**src/rtl/register_load_arbiter.sv**
```systemverilog
// rtl/register_load_arbiter.sv - round-robin arbiter sharing one falling-edge load-enable register
// Grants one requester per write, drives reg_d/Enbar for one Clkbar cycle, then acks.
module register_load_arbiter #(
   parameter int N_REQ = 4,
   parameter int WIDTH = 8
) (
   input  logic                   Clkbar,
   input  logic                   Resetbar,
   input  logic [N_REQ-1:0]       req,
   input  logic [N_REQ*WIDTH-1:0] data_in,
   output logic [WIDTH-1:0]       reg_d,
   output logic                   Enbar,
   output logic [N_REQ-1:0]       grant,
   output logic [N_REQ-1:0]       ack,
   output logic                   busy
);

   localparam int PTR_W = (N_REQ > 1) ? $clog2(N_REQ) : 1;

   localparam logic [1:0] ST_IDLE = 2'd0;
   localparam logic [1:0] ST_LOAD = 2'd1;
   localparam logic [1:0] ST_ACK  = 2'd2;

   localparam logic [N_REQ-1:0] ONE_HOT0  = {{(N_REQ-1){1'b0}}, 1'b1};
   localparam logic [PTR_W-1:0] LAST_IDX  = PTR_W'(N_REQ - 1);

   logic [1:0]       state_q,  state_d;
   logic [WIDTH-1:0] reg_d_q,  reg_d_d;
   logic             enbar_q,  enbar_d;
   logic [N_REQ-1:0] grant_q,  grant_d;
   logic [N_REQ-1:0] ack_q,    ack_d;
   logic [PTR_W-1:0] rr_ptr_q, rr_ptr_d;
   logic [PTR_W-1:0] owner_q,  owner_d;

   logic             win_found;
   logic [PTR_W-1:0] win_idx;
   logic [WIDTH-1:0] win_data;
   int               cand;

   // Search starts at rr_ptr so the previous winner is scanned last.
   always_comb begin
      win_found = 1'b0;
      win_idx   = '0;
      cand      = 0;
      for (int k = 0; k < N_REQ; k++) begin
         cand = int'(rr_ptr_q) + k;
         if (cand >= N_REQ) begin
            cand = cand - N_REQ;
         end
         if (!win_found && req[cand]) begin
            win_found = 1'b1;
            win_idx   = PTR_W'(cand);
         end
      end
   end

   assign win_data = data_in[int'(win_idx)*WIDTH +: WIDTH];

   always_comb begin
      state_d  = state_q;
      reg_d_d  = reg_d_q;
      enbar_d  = enbar_q;
      grant_d  = grant_q;
      ack_d    = ack_q;
      rr_ptr_d = rr_ptr_q;
      owner_d  = owner_q;
      case (state_q)
         ST_IDLE: begin
            enbar_d = 1'b1;
            if (win_found) begin
               state_d = ST_LOAD;
               reg_d_d = win_data;
               grant_d = ONE_HOT0 << win_idx;
               owner_d = win_idx;
               enbar_d = 1'b0;
            end
         end
         ST_LOAD: begin
            state_d = ST_ACK;
            enbar_d = 1'b1;
            ack_d   = grant_q;
         end
         ST_ACK: begin
            state_d  = ST_IDLE;
            ack_d    = '0;
            grant_d  = '0;
            rr_ptr_d = (owner_q == LAST_IDX) ? '0 : owner_q + 1'b1;
         end
         default: begin
            state_d = ST_IDLE;
            enbar_d = 1'b1;
            grant_d = '0;
            ack_d   = '0;
         end
      endcase
   end

   always_ff @(negedge Clkbar or negedge Resetbar) begin
      if (!Resetbar) begin
         state_q  <= ST_IDLE;
         reg_d_q  <= '0;
         enbar_q  <= 1'b1;
         grant_q  <= '0;
         ack_q    <= '0;
         rr_ptr_q <= '0;
         owner_q  <= '0;
      end else begin
         state_q  <= state_d;
         reg_d_q  <= reg_d_d;
         enbar_q  <= enbar_d;
         grant_q  <= grant_d;
         ack_q    <= ack_d;
         rr_ptr_q <= rr_ptr_d;
         owner_q  <= owner_d;
      end
   end

   assign reg_d = reg_d_q;
   assign Enbar = enbar_q;
   assign grant = grant_q;
   assign ack   = ack_q;
   assign busy  = (state_q == ST_LOAD) || (state_q == ST_ACK);

endmodule

```
**config.mk**
```make
export PLATFORM = sky130hd
export DESIGN_NAME = register_load_arbiter
export DESIGN_NICKNAME = d
export VERILOG_FILES = /design/src/rtl/register_load_arbiter.sv
export SDC_FILE = /design/constraint.sdc
export NUM_CORES = 1
export LEC_CHECK = 0
export ABC_AREA = 1
export CORE_ASPECT_RATIO = 1.5
export CORE_MARGIN = 2
export CORE_UTILIZATION = 41
export DETAILED_ROUTE_END_ITERATION = 7
export PLACE_DENSITY_LB_ADDON = 0.12
export SLEW_MARGIN = 15
export SYNTH_ARGS = -nofsm -noshare
export SYNTH_HDL_FRONTEND = slang
export SYNTH_SLANG_ARGS = --single-unit
```
**constraint.sdc**
```tcl
create_clock -name Clkbar -period 1.7 [get_ports Clkbar]
set_clock_uncertainty 0.1 [all_clocks]
set_input_delay 0.51 -clock Clkbar [delete_from_list [all_inputs] [get_ports Clkbar]]
set_output_delay 0.51 -clock Clkbar [all_outputs]
set_load 0.005 [all_outputs]
```
==> results of run 1 <==
[registers in the layout, summed over array words and instances (netlist names)]
register and flops:
reg_d 8, grant 4, ack 4, state_q 2, Enbar 1, rr_ptr_q 2
owner_q 2
[per-layer routing]
| layer | track usage, % | up-vias | part of all wire [%] |
|---|---|---|---|
| li1 | - | 955 | - |
| met1 | 29.4 | 962 | 39 |
| met2 | 50.7 | 53 | 56 |
| met3 | 1.87 | 12 | 2.3 |
| met4 | 12.5 | 0 | 2.5 |
| met5 | 0 | - | 0 |
[power breakdown]
| part | switching (µW) | internal, µW |
|---|---|---|
| logic | 3060 | 2640 |
| registers | 126 | 793 |
| clock network | 194 | 170 |
| total | 3380 | 3600 |
[Yosys cell counts]
cell / n / area, µm²
sky130_fd_sc_hd__nand3_1: 27 / 135
sky130_fd_sc_hd__inv_2: 6 / 22.5
sky130_fd_sc_hd__nand2_2: 4 / 25.0
sky130_fd_sc_hd__nand2_1: 128 / 480
sky130_fd_sc_hd__o21ai_1: 3 / 15.0
sky130_fd_sc_hd__buf_2: 3 / 15.0
sky130_fd_sc_hd__nor2_4: 1 / 11.3
sky130_fd_sc_hd__nand4_1: 1 / 6.26
sky130_fd_sc_hd__nand3_2: 1 / 10.0
sky130_fd_sc_hd__buf_4: 2 / 15.0
sky130_fd_sc_hd__a31oi_1: 1 / 6.26
sky130_fd_sc_hd__nor2_1: 3 / 11.3
sky130_fd_sc_hd__or2_2: 1 / 6.26
sky130_fd_sc_hd__buf_6: 3 / 33.8
sky130_fd_sc_hd__inv_1: 17 / 63.8
sky130_fd_sc_hd__nand3_4: 1 / 17.5
sky130_fd_sc_hd__ha_1: 5 / 62.6
sky130_fd_sc_hd__dfrtn_1: 22 / 551
sky130_fd_sc_hd__o21ai_0: 13 / 65.1
sky130_fd_sc_hd__dfstp_2: 1 / 26.3
[cells by family (layout without fill, tap and decap cells)]
logic type | Yosys count | after routing | synth area share (%)
simple gates | 167 | 167 | 44.5
buf+inv | 31 | 130 | 9.51
flops | 23 | 23 | 36.5
compound gates | 17 | 17 | 5.47
fa+ha+maj | 5 | 5 | 3.96
[layout make-up]
| class | count | area (µm²) | area share [%] |
|---|---|---|---|
| Clock inverter | 2 | 10.0 | 0.341 |
| Timing Repair Buffer | 103 | 991 | 33.7 |
| Clock buffer | 3 | 41.3 | 1.40 |
| Tap cell | 43 | 53.8 | 1.83 |
| Sequential cell | 23 | 577 | 19.6 |
| Inverter | 22 | 108 | 3.66 |
| Multi-Input combinational cell | 189 | 1160 | 39.4 |
[repair_timing]
item / 4_1_cts / 5_1_grt
cloned: 2 / 0
pin swaps: 38 / 19
setup endpoints to repair: 35 / 35
resized for setup: 163 / 22
buffers inserted: 10 / 6
[cell usage in the layout, fill, tap and decap left out, types with 3 or more instances in the layout]
cell	count
sky130_fd_sc_hd__o21ai_1	7
sky130_fd_sc_hd__nand3_1	4
sky130_fd_sc_hd__inv_4	5
sky130_fd_sc_hd__inv_6	3
sky130_fd_sc_hd__inv_2	7
sky130_fd_sc_hd__buf_6	16
sky130_fd_sc_hd__nand2_1	90
sky130_fd_sc_hd__nand3_2	23
sky130_fd_sc_hd__o21ai_2	3
sky130_fd_sc_hd__clkbuf_8	3
sky130_fd_sc_hd__inv_1	9
sky130_fd_sc_hd__nand2_2	31
sky130_fd_sc_hd__buf_8	4
sky130_fd_sc_hd__clkdlybuf4s50_1	33
sky130_fd_sc_hd__ha_1	4
sky130_fd_sc_hd__nand2_4	11
sky130_fd_sc_hd__o21ai_0	6
sky130_fd_sc_hd__dfrtn_1	22
sky130_fd_sc_hd__buf_12	5
sky130_fd_sc_hd__buf_2	17
sky130_fd_sc_hd__buf_4	27
[worst reg2reg max path: stages (launching register included)]
cell	delay [ns]
sky130_fd_sc_hd__dfrtn_1	0.37
sky130_fd_sc_hd__inv_2	0.27
sky130_fd_sc_hd__nand2_1	0.11
sky130_fd_sc_hd__nand2_2	0.12
sky130_fd_sc_hd__nand2_1	0.08
sky130_fd_sc_hd__nand2_2	0.09
sky130_fd_sc_hd__nor2_4	0.05
sky130_fd_sc_hd__nand3_4	0.12
sky130_fd_sc_hd__nand3_4	0.13
sky130_fd_sc_hd__buf_8	0.17
sky130_fd_sc_hd__nand2_2	0.05
sky130_fd_sc_hd__nand2_1	0.05
sky130_fd_sc_hd__nand2_1	0.07
sky130_fd_sc_hd__nand2_1	0.07
sky130_fd_sc_hd__nand2_1	0.07
sky130_fd_sc_hd__nand2_1	0.05
[worst paths after layout]
check	start	end	slack (ns)	cells after the start
setup reg to reg	rr_ptr_q[0]	reg_d[0]	-0.42	15
hold / removal	reg_d[0]	reg_d[0]	0.33	2
hold reg to reg	reg_d[0]	reg_d[0]	0.33	2
max in group asynchronous	Resetbar	reg_d[2]	0.06	3
setup / recovery	req[1]	reg_d[6]	-0.89	14
min in group asynchronous	Resetbar	ack[0]	1.17	2
[through the flow]
step	util (%)	hold slack [ns]	power [µW]	area [µm²]	TNS [ns]
after floorplan	-	0.317	3540	1720	-17.16
after global placement	68.8	0.324	4940	2530	-43.34
after detailed placement	68.8	0.329	5000	2530	-43.81
after CTS	76.8	0.332	6460	2830	-23.79
after global routing	79.8	0.349	7490	2940	-26.36
final	79.8	0.332	6980	2940	-24.27
==> results, run 1 <==
- The signal arrival time at the worst endpoint is 1.77 ns.
- The sequential fraction of the synthesis area is 36.5%.
- For this design the static power due to leakage is 0.00155 µW.
- The data required time of the worst path is 0.88 ns.
- The cell count after synthesis is 243.
- The flow ran to the end, but the final reports show violations.
- The die covers 4370 µm².
- During synthesis, Yosys emitted a total of 0 warnings.
- The core region area is 3680 µm².
- Walking the worst path, the cells encountered are buf_8 -> inv_6 -> nand2_4 -> nand3_2 -> nand2_4 -> nor2_4 -> nand3_4 -> buf_6 -> nand3_2 -> nand2_2 -> nand2_2 -> nand2_2 -> nand2_1 -> nand2_1.
- The number of buffers inserted during clock tree synthesis is 3.
- The total routing resource utilization after global routing is 27.3%.
- TritonCTS built the clock tree.
- Max-cap violations in this run came to 0.
- In this run, synthesis produced a sequential element count of 23.
- The path class of the tightest hold or removal check is reg -> reg.
- Entering global routing, the biggest net connects 15 pins.
- The die width is 54.7 µm.
- In the final routed layout, each cell accounts on average for 14.8 µm.
- The floorplan has 27 rows.
- Together, buffers and inverters on the worst path number 3.
- Counting the fill cells in the layout gives 245.
- The deepest clock path buffer count is 2.
- The total vias in the final route is 1982.
- The DRC violation count after routing is 0.
- The first global-routing pass estimated 8.58 mm of wire.
- The minimum setup slack after placement is -1.64 ns.
- Once placement completed, the tool counted placed cells totaling 363.
- The area growth from synthesis to layout is 86.1%.
- The clock tree root buffer cell is sky130_fd_sc_hd__clkbuf_8.
- The final count of pins violating max slew is 0.
- The clock input transition at the sequential cells of the worst setup and hold paths is 0.06 ns.
- In this run the tool buffered the top-level ports with 55 buffer cells.
- The remaining global-route overflow is 0.
- The number of failing setup endpoints in the final timing report is 35.
- The net count after synthesis is 286.
- For this run, the slowest stage of the critical path takes 0.19 ns.
- The number of antenna violations at the first check in global routing came to 0.
- The layout net count is 386.
- The startpoint type of the worst setup path is a primary input.
- The total routed wirelength is 5.71 mm.
- The via count of the first global-routing pass is 1963.
- The worst ir drop on vdd is 1.60 mV.
- Setup repair after global routing could not meet its margin everywhere.
- In the final layout, the share of cells above drive strength 1 is 48.0%.
- The number of iterations in the first detailed-routing pass is 4.
- The checks that failed: setup timing.
- The detail route stage leaves a number of antenna-violating nets equal to 0.
- The distinct cell type count after synthesis is 20.
- The HPWL after detailed placement is 3.64 mm.
- For this configuration, the core starts out at a cell density of 42.9%.
- 0 antenna diodes ended up in the layout.
- The count of H-tree levels built during CTS is 1.
- The worst setup path is of the in -> reg kind.
- The number of primary I/O pins is 56.
- The finished layout holds 385 standard cells, fillers aside.
- The cell with the largest stage delay on the worst path is sky130_fd_sc_hd__buf_6.
- In this run the tightest slew margin relative to its limit is 77.5%.
- At the end of routability-driven placement, the weighted congestion stood at 0.807.
- In the routed layout, each cell is associated on average with a via count of 5.15.
- Counting stages on the worst path, the most repeated cell is sky130_fd_sc_hd__nand2_2.
- The number of DRC violations after detailed-routing iteration 0 is 45.
- The tree built by TritonCTS fans out to 23 sinks.
- The worst-path maximum fanout is 8.
- The cell family contributing the most delay on the critical path is simple AND/OR/NAND/NOR gates.
- For the worst-skew pair, the clock arrives at the later sink with an insertion delay of 0.28 ns.
- The mean instance size in the synthesized netlist is 6.50 µm².
- The capturing element type of the critical path is a flip-flop.
- The cell area power density is 2370 nW/µm².
- The die boundary height is 80.0 µm.
- The synthesized cell area is 1580 µm².
- The smallest setup slack after layout is -0.886 ns.
- The hold violation count in the final report came to 0.
- The hold buffer count at CTS is 0.
- At the pin with the least slew margin, the transition time is 0.337 ns.
Power figures use the tool's default switching activity.
==> run 2, diff against run 1 <==
--- a/config.mk
+++ b/config.mk
@@ -17 +17,2 @@
 export SYNTH_SLANG_ARGS = --single-unit
+export TNS_END_PERCENT = 1
==> constraint.sdc (replaced) <==
create_clock -name Clkbar -period 1.7 [get_ports Clkbar]
set_clock_uncertainty 0.1 [all_clocks]
set_input_delay 0.34 -clock Clkbar [delete_from_list [all_inputs] [get_ports Clkbar]]
set_output_delay 0.34 -clock Clkbar [all_outputs]
set_load 0.005 [all_outputs]
==> results, run 2 (same netlist as run 1, synthesis figures left out) <==
- The relative slew slack is 80.3%.
- The setup TNS is -18.97 ns.
- For this design the static power due to leakage is 0.00151 µW.
- The worst min-delay path category is reg -> reg.
- The post-route total power is 6720 µW.
- The worst setup slack for register-to-register paths is -0.43 ns.
- The largest net degree at the start of global routing is 19.
- The count of H-tree levels built during CTS is 1.
- The checks that failed: setup timing.
- The number of cells on the worst reg-to-reg path is 15.
- Max-cap violations in this run came to 0.
- The number of antenna-violating nets in the routed design is 0.
- The TritonCTS clock tree is built.
- The die boundary height is 80.0 µm.
- The total vias in the final route is 1896.
- The floorplan has 27 rows.
- The clock reaches the later pin of the worst-skew pair after 0.28 ns.
- The area growth from synthesis to layout is 81.4%.
- The worst-path maximum fanout is 5.
- For this design the ratio of total power to cell area is 2350 nW/µm².
- The worst setup path is captured at a flip-flop.
- After detailed routing, the average wire length per cell comes to 14.3 µm.
- Leaving out fill and tap cells, the most frequent cell in the layout is sky130_fd_sc_hd__nand2_1.
- Once the floorplan was initialized, standard cells occupied 42.9% of the core.
- The core region is 3680 µm².
- The die covers 4370 µm².
- The destination of the worst register-to-register timing path is reg_d[5].
- The critical path in this run is classified as in -> reg.
- Clock tree synthesis selected as its root buffer the cell sky130_fd_sc_hd__clkbuf_8.
- The hold violation count in the final report came to 0.
- The register with the most flip-flops in the layout has 8 of them.
- The post-route non-filler standard cell count is 375.
- The first global-routing pass estimated 7.92 mm of wire.
- Across all setup checks in the final design, the least slack found is -0.740 ns.
- The cell count of the worst hold path is 2.
- The actual slew at the worst max-slew pin is 0.296 ns.
- The number of failing setup endpoints in the final timing report is 35.
- Using the TritonRoute via totals, the vias-per-cell ratio works out to 5.06.
- For this run, the post-layout net count is 376.
- The number of filler instances in the final layout is 251.
- The startpoint type of the worst setup path is a primary input.
- For the worst setup path, the data arrival time is 1.63 ns.
- Setup repair after global routing could not meet its margin everywhere.
- The count of inserted antenna diode cells is 0.
- The path with the worst hold slack has its endpoint at reg_d[7].
- The die width is 54.7 µm.
- At the worst endpoint, the required time is 0.89 ns.
- The final count of pins violating max slew is 0.
- The number of iterations in the first detailed-routing pass is 5.
- Clock-pin slew was measured on the worst setup and hold paths at 0.06 ns.
- For this run, the total global-route usage over all layers was measured as 24.6%.
- The startpoint identified for the worst register-to-register timing path is rr_ptr_q[0].
- The worst ir drop on vdd is 1.53 mV.
- The remaining global-route overflow is 0.
- The global placement routability congestion is 0.732.
- The number of primary I/O pins is 56.
- The via count of the first global-routing pass was 1884.
- For this run, design rule violations remaining after detail routing come to 0.
- The fraction of final layout cells with drive strength greater than 1 is 42.2%.
- For this design, the CTS-stage hold fixing added 0 buffers.
- The run finished, with violations left.
- Input and output buffers added on the ports amount to 55.
- The final-layout worst hold slack is 0.326 ns.
- The cell total after placement is 359.
- The number of antenna violations at the first check in global routing is 0.
- The number of buffers inserted during clock tree synthesis is 3.
- Detailed placement finished with a half-perimeter wire length of 3.42 mm.
- The total routed wirelength is 5.35 mm.
- The worst hold path begins at reg_d[7].
- The clock drives 23 sinks.
- The first routing iteration left 52 violations.
- The longest clock path from root to sink contains 2 buffers.
- The fraction of the core area covered by cells at the end of the flow is 77.8%.
- The library cells used most frequently in the layout, excluding fill and tap cells, are sky130_fd_sc_hd__nand2_1 (103), sky130_fd_sc_hd__clkdlybuf4s50_1 (33), sky130_fd_sc_hd__buf_4 (26).
[run 2: changes by cell type in the layout (fill, tap and decap cells not counted), moves of 3 or more]
cell	change
sky130_fd_sc_hd__buf_6	-10
sky130_fd_sc_hd__nand2_2	-17
sky130_fd_sc_hd__nand2_1	+13
sky130_fd_sc_hd__nand2_4	+4
sky130_fd_sc_hd__nand3_4	+4
sky130_fd_sc_hd__inv_4	+3
sky130_fd_sc_hd__inv_6	-3
sky130_fd_sc_hd__o21ai_1	-3
sky130_fd_sc_hd__nand3_2	-5
sky130_fd_sc_hd__o21ai_0	+3
sky130_fd_sc_hd__clkbuf_16	+3
[run 2: critical path, stage by stage]
cell and delay [ns]:
sky130_fd_sc_hd__buf_6 0.09, sky130_fd_sc_hd__inv_4 0.04, sky130_fd_sc_hd__nand2_1 0.05, sky130_fd_sc_hd__nand2_1 0.07, sky130_fd_sc_hd__nand2_1 0.10, sky130_fd_sc_hd__nand2_2 0.07, sky130_fd_sc_hd__nand2_4 0.08, sky130_fd_sc_hd__nand2_4 0.06
sky130_fd_sc_hd__nand2_2 0.08, sky130_fd_sc_hd__nand3_4 0.12, sky130_fd_sc_hd__buf_12 0.16, sky130_fd_sc_hd__nand2_1 0.06, sky130_fd_sc_hd__nand2_1 0.07, sky130_fd_sc_hd__nand2_1 0.08, sky130_fd_sc_hd__nand2_1 0.05, sky130_fd_sc_hd__nand2_1 0.06
sky130_fd_sc_hd__nand2_1 0.05
[run 2: power breakdown]
group | total [µW] | internal (µW) | switching (µW)
registers | 928 | 793 | 136
logic | 5420 | 2540 | 2880
clock network | 379 | 171 | 208
[run 2: worst max path at each step]
stage                from       end  depth (start not counted)
2_1_floorplan      req[1]  reg_d[0]                         13
3_3_place_gp       req[0]  reg_d[5]                         14
3_5_place_dp       req[0]  reg_d[5]                         14
4_1_cts        state_q[0]      busy                          3
5_1_grt            req[0]  reg_d[2]                         14
6_report           req[1]  reg_d[5]                         17
[run 2: what timing repair did]
item,4_1_cts,5_1_grt
setup buffers,7,1
gates cloned,1,3
pin swaps,19,24
setup endpoints to repair,35,35
gates resized for setup,135,29
[run 2: metrics by stage]
step | worst slack [ns] | instance area [µm²]
floorplan | -0.707 | 1710
global placement | -1.43 | 2480
detailed placement | -1.44 | 2480
CTS | -0.700 | 2670
global route | -0.858 | 2860
finish | -0.740 | 2860
[run 2: final cells by class]
cell class	instances	area (µm²)	share of cell area (%)
Clock inverter	2	10.0	0.349
Tap cell	43	53.8	1.88
Inverter	22	100	3.49
Multi-Input combinational cell	189	1170	40.9
Clock buffer	3	41.3	1.44
Sequential cell	23	577	20.1
Timing Repair Buffer	93	911	31.8
[run 2: layer usage]
| layer | up-vias | global-route usage [%] | part of all wire, % |
|---|---|---|---|
| li1 | 936 | - | - |
| met1 | 881 | 26.8 | 38 |
| met2 | 63 | 45.0 | 55 |
| met3 | 16 | 2.06 | 3.3 |
| met4 | 0 | 11.0 | 3.2 |
| met5 | - | 0 | 0 |
==> run 3, diff against run 2 <==
- CORE_UTILIZATION: 41 -> 56
- CTS_CLUSTER_SIZE: not set -> 25
- DONT_BUFFER_PORTS: not set -> 1
- GPL_ROUTABILITY_DRIVEN: not set -> 1
==> results, run 3 (same netlist as run 1, synthesis figures left out) <==
- The flow ran to the end, but the final reports show violations.
- The checks that failed: setup timing.
- Compared with the post-synthesis result, the final layout area differs by 32.3%.
- The startpoint identified for the worst hold timing path is owner_q[1].
- Traced cell by cell, the critical path runs through inv_2 -> ha_4.
- After clock tree synthesis, the clock-pin slew on the worst setup and hold paths is 0.05 ns.
- The cell area power density is 2590 nW/µm².
- The critical path in this run is classified as reg -> out.
- The number of vias per cell after detailed routing is 5.28.
- The number of primary I/O pins is 56.
- Setup violations remaining at the end of the flow were counted as 35.
- The first global-routing pass estimated 6.40 mm of wire.
- The count of standard-cell rows is 23.
- The actual slew at the worst max-slew pin is 0.275 ns.
- After detailed routing, the met3 layer carries 206 µm of wire.
- In this run the tool buffered the top-level ports with 0 buffer cells.
- After detailed routing, the wire length on met1 is 1.57 mm.
- The switching part of the total is 49.7%.
- After layout, the worst setup slack is -0.621 ns.
- The highest metal layer with signal wires is met4.
- The min-delay analysis places its worst path in the category reg -> reg.
- Buffers inserted to repair hold after CTS numbered 0.
- The via count of the first global-routing pass is 1592.
- The count of inserted antenna diode cells is 0.
- The startpoint identified for the worst register-to-register timing path is rr_ptr_q[0].
- The relative slew slack is 81.6%.
- The worst setup path is launched from a flip-flop.
- Setup repair after global routing could not meet its margin everywhere.
- Per report_power, the clock group accounts for 6.3% of the total.
- The global placement routability congestion is 0.804.
- Counting along the longest clock path gives a buffer depth of 2.
- The worst-path maximum fanout is 2.
- Counting instances, the worst hold path has a depth of 2.
- The cell with the largest stage delay on the worst path is sky130_fd_sc_hd__dfrtn_1.
- After filler insertion, the fill cell instance count of the layout stands at 212.
- The half-perimeter wire length of the detailed placement result is 2.97 mm.
- Entering global routing, the biggest net connects 24 pins.
- The DRC violation count after routing is 0.
- The number of DRC violations after detailed-routing iteration 0 is 40.
- The relative contribution of sequential cells to total power is 17.7%.
- In this run the number of cells on the critical path is 2.
- Summed over all layers, the routed wires come to 4.06 mm.
- The number of buffers and inverters on the critical path is 1.
- At the worst endpoint, the required time is 1.26 ns.
- The final count of pins violating max slew was 0.
- The net switching component of the power is 2690 µW.
- The flip-flop count of the largest register after layout is 8.
- In the layout the commonest cells are sky130_fd_sc_hd__nand2_1 (107), sky130_fd_sc_hd__dfrtn_1 (22), sky130_fd_sc_hd__buf_4 (21).
- The die is 69.0 µm tall.
- In the final layout, the share of cells above drive strength 1 is 36.2%.
- The max-cap check violation count is 0.
- The number of iterations in the first detailed-routing pass is 4.
- The critical path starts at state_q[1].
- The initial standard-cell utilization of the core is 59.0%.
- TritonCTS built the clock tree.
- The number of buffers inserted during clock tree synthesis is 3.
- The number of antenna-violating nets in the routed design is 0.
- The core region area is 2680 µm².
- The die width is 47.4 µm.
- The cell family contributing the most delay on the critical path is flip-flops.
- The setup TNS is -14.19 ns.
- The later pin in the worst-skew pair is clocked with a latency of 0.27 ns.
- The multi-input combinational cells in the finished layout cover a total of 1070 µm².
- For the worst setup path, the data arrival time is 1.88 ns.
- The routed length on met2 is 2.24 mm.
- The worst ir drop on vdd is 1.69 mV.
- The total vias in the final route is 1594.
- STA classifies the critical path endpoint as a primary output.
- The remaining global-route overflow is 0.
- The internal portion of the total power is 2730 µW.
- The clock sink total is 23.
- In the final layout, flip-flops and latches occupy 577 µm².
- In the global route stage, overall resource usage came out at 25.8%.
- The tightest hold path in the finished design has a slack of 0.343 ns.
- The die covers 3270 µm².
- The hold violation count in the final report is 0.
- The delay contributed by the slowest stage of the critical path is 0.44 ns.
- Dividing the detail-routed wire length by the instance count gives 13.5 µm.
- In this run the number of H-tree levels came out at 1.
- The cell sitting at the root of the clock tree is a sky130_fd_sc_hd__clkbuf_8.
- The proportion of power drawn by combinational gates is 76.0%.
- The most frequent standard cell in the layout excluding fill and tap cells is sky130_fd_sc_hd__nand2_1.
- The static power due to leakage is 0.00113 µW.
- At the placement stage, the worst setup path has a slack of -0.870 ns.
- The number of antenna violations at the first check in global routing is 0.
- The layout net count is 309.
- The number of cells on the worst reg-to-reg path is 14.
[run 3: changes by cell type in the layout (fill, tap and decap cells not counted), sizes merged]
| cell | before | now |
|---|---|---|
| clkbuf | 6 | 5 |
| buf | 57 | 25 |
| clkdlybuf4s50 | 33 | 0 |
| inv | 24 | 23 |
[run 3: path summary, 6_finish.rpt]
path | to | slack (ns)
max | busy | -0.62
min | owner_q[1] | 0.34
max reg2reg | reg_d[2] | -0.34
min reg2reg | owner_q[1] | 0.34
max in group asynchronous | Enbar | 0.88
min in group asynchronous | ack[1] | 0.39
[run 3: worst min-delay path, stage by stage (launching register included)]
cell and delay, ns:
sky130_fd_sc_hd__dfrtn_1 0.41, sky130_fd_sc_hd__nand2_1 0.05, sky130_fd_sc_hd__o21ai_0 0.06
[run 3: what timing repair did]
item                                    4_1_cts  5_1_grt
buffers inserted                              2        0
endpoints found under the setup margin       35       35
gates resized for setup                      13       18
cloned                                        0        1
endpoints found under the hold margin         0        0
pin swaps                                     9        2
[run 3: final cells by class]
class | instances | area share, %
Sequential cell | 23 | 27.6
Inverter | 22 | 4.19
Clock buffer | 4 | 2.16
Clock inverter | 1 | 0.180
Timing Repair Buffer | 26 | 12.2
Multi-Input combinational cell | 189 | 51.5
Tap cell | 37 | 2.22
[run 3: per-layer routing]
metal	vias to the layer above	global-route usage (%)
li1	801	-
met1	749	28.8
met2	36	46.4
met3	8	5.50
met4	0	6.17
met5	-	0
[run 3: power by group through the flow]
stage               Sequential, µW  Combinational (µW)  Clock [µW]
CTS                            957                3730         347
finish                         959                4120         340
global route                   981                4560         378
floorplan                      926                2560        7.36
detailed placement             958                3560        7.36
global placement               956                3490        7.36
[run 3: metrics by stage]
step / instances / total power, µW / instance area, µm² / util, %
finish: 302 / 5420 / 2090 / 78.0
global placement: 295 / 4460 / 1890 / 70.7
global route: 302 / 5920 / 2090 / 78.0
CTS: 301 / 5030 / 1990 / 74.5
floorplan: 243 / 3490 / 1710 / -
detailed placement: 295 / 4520 / 1890 / 70.7
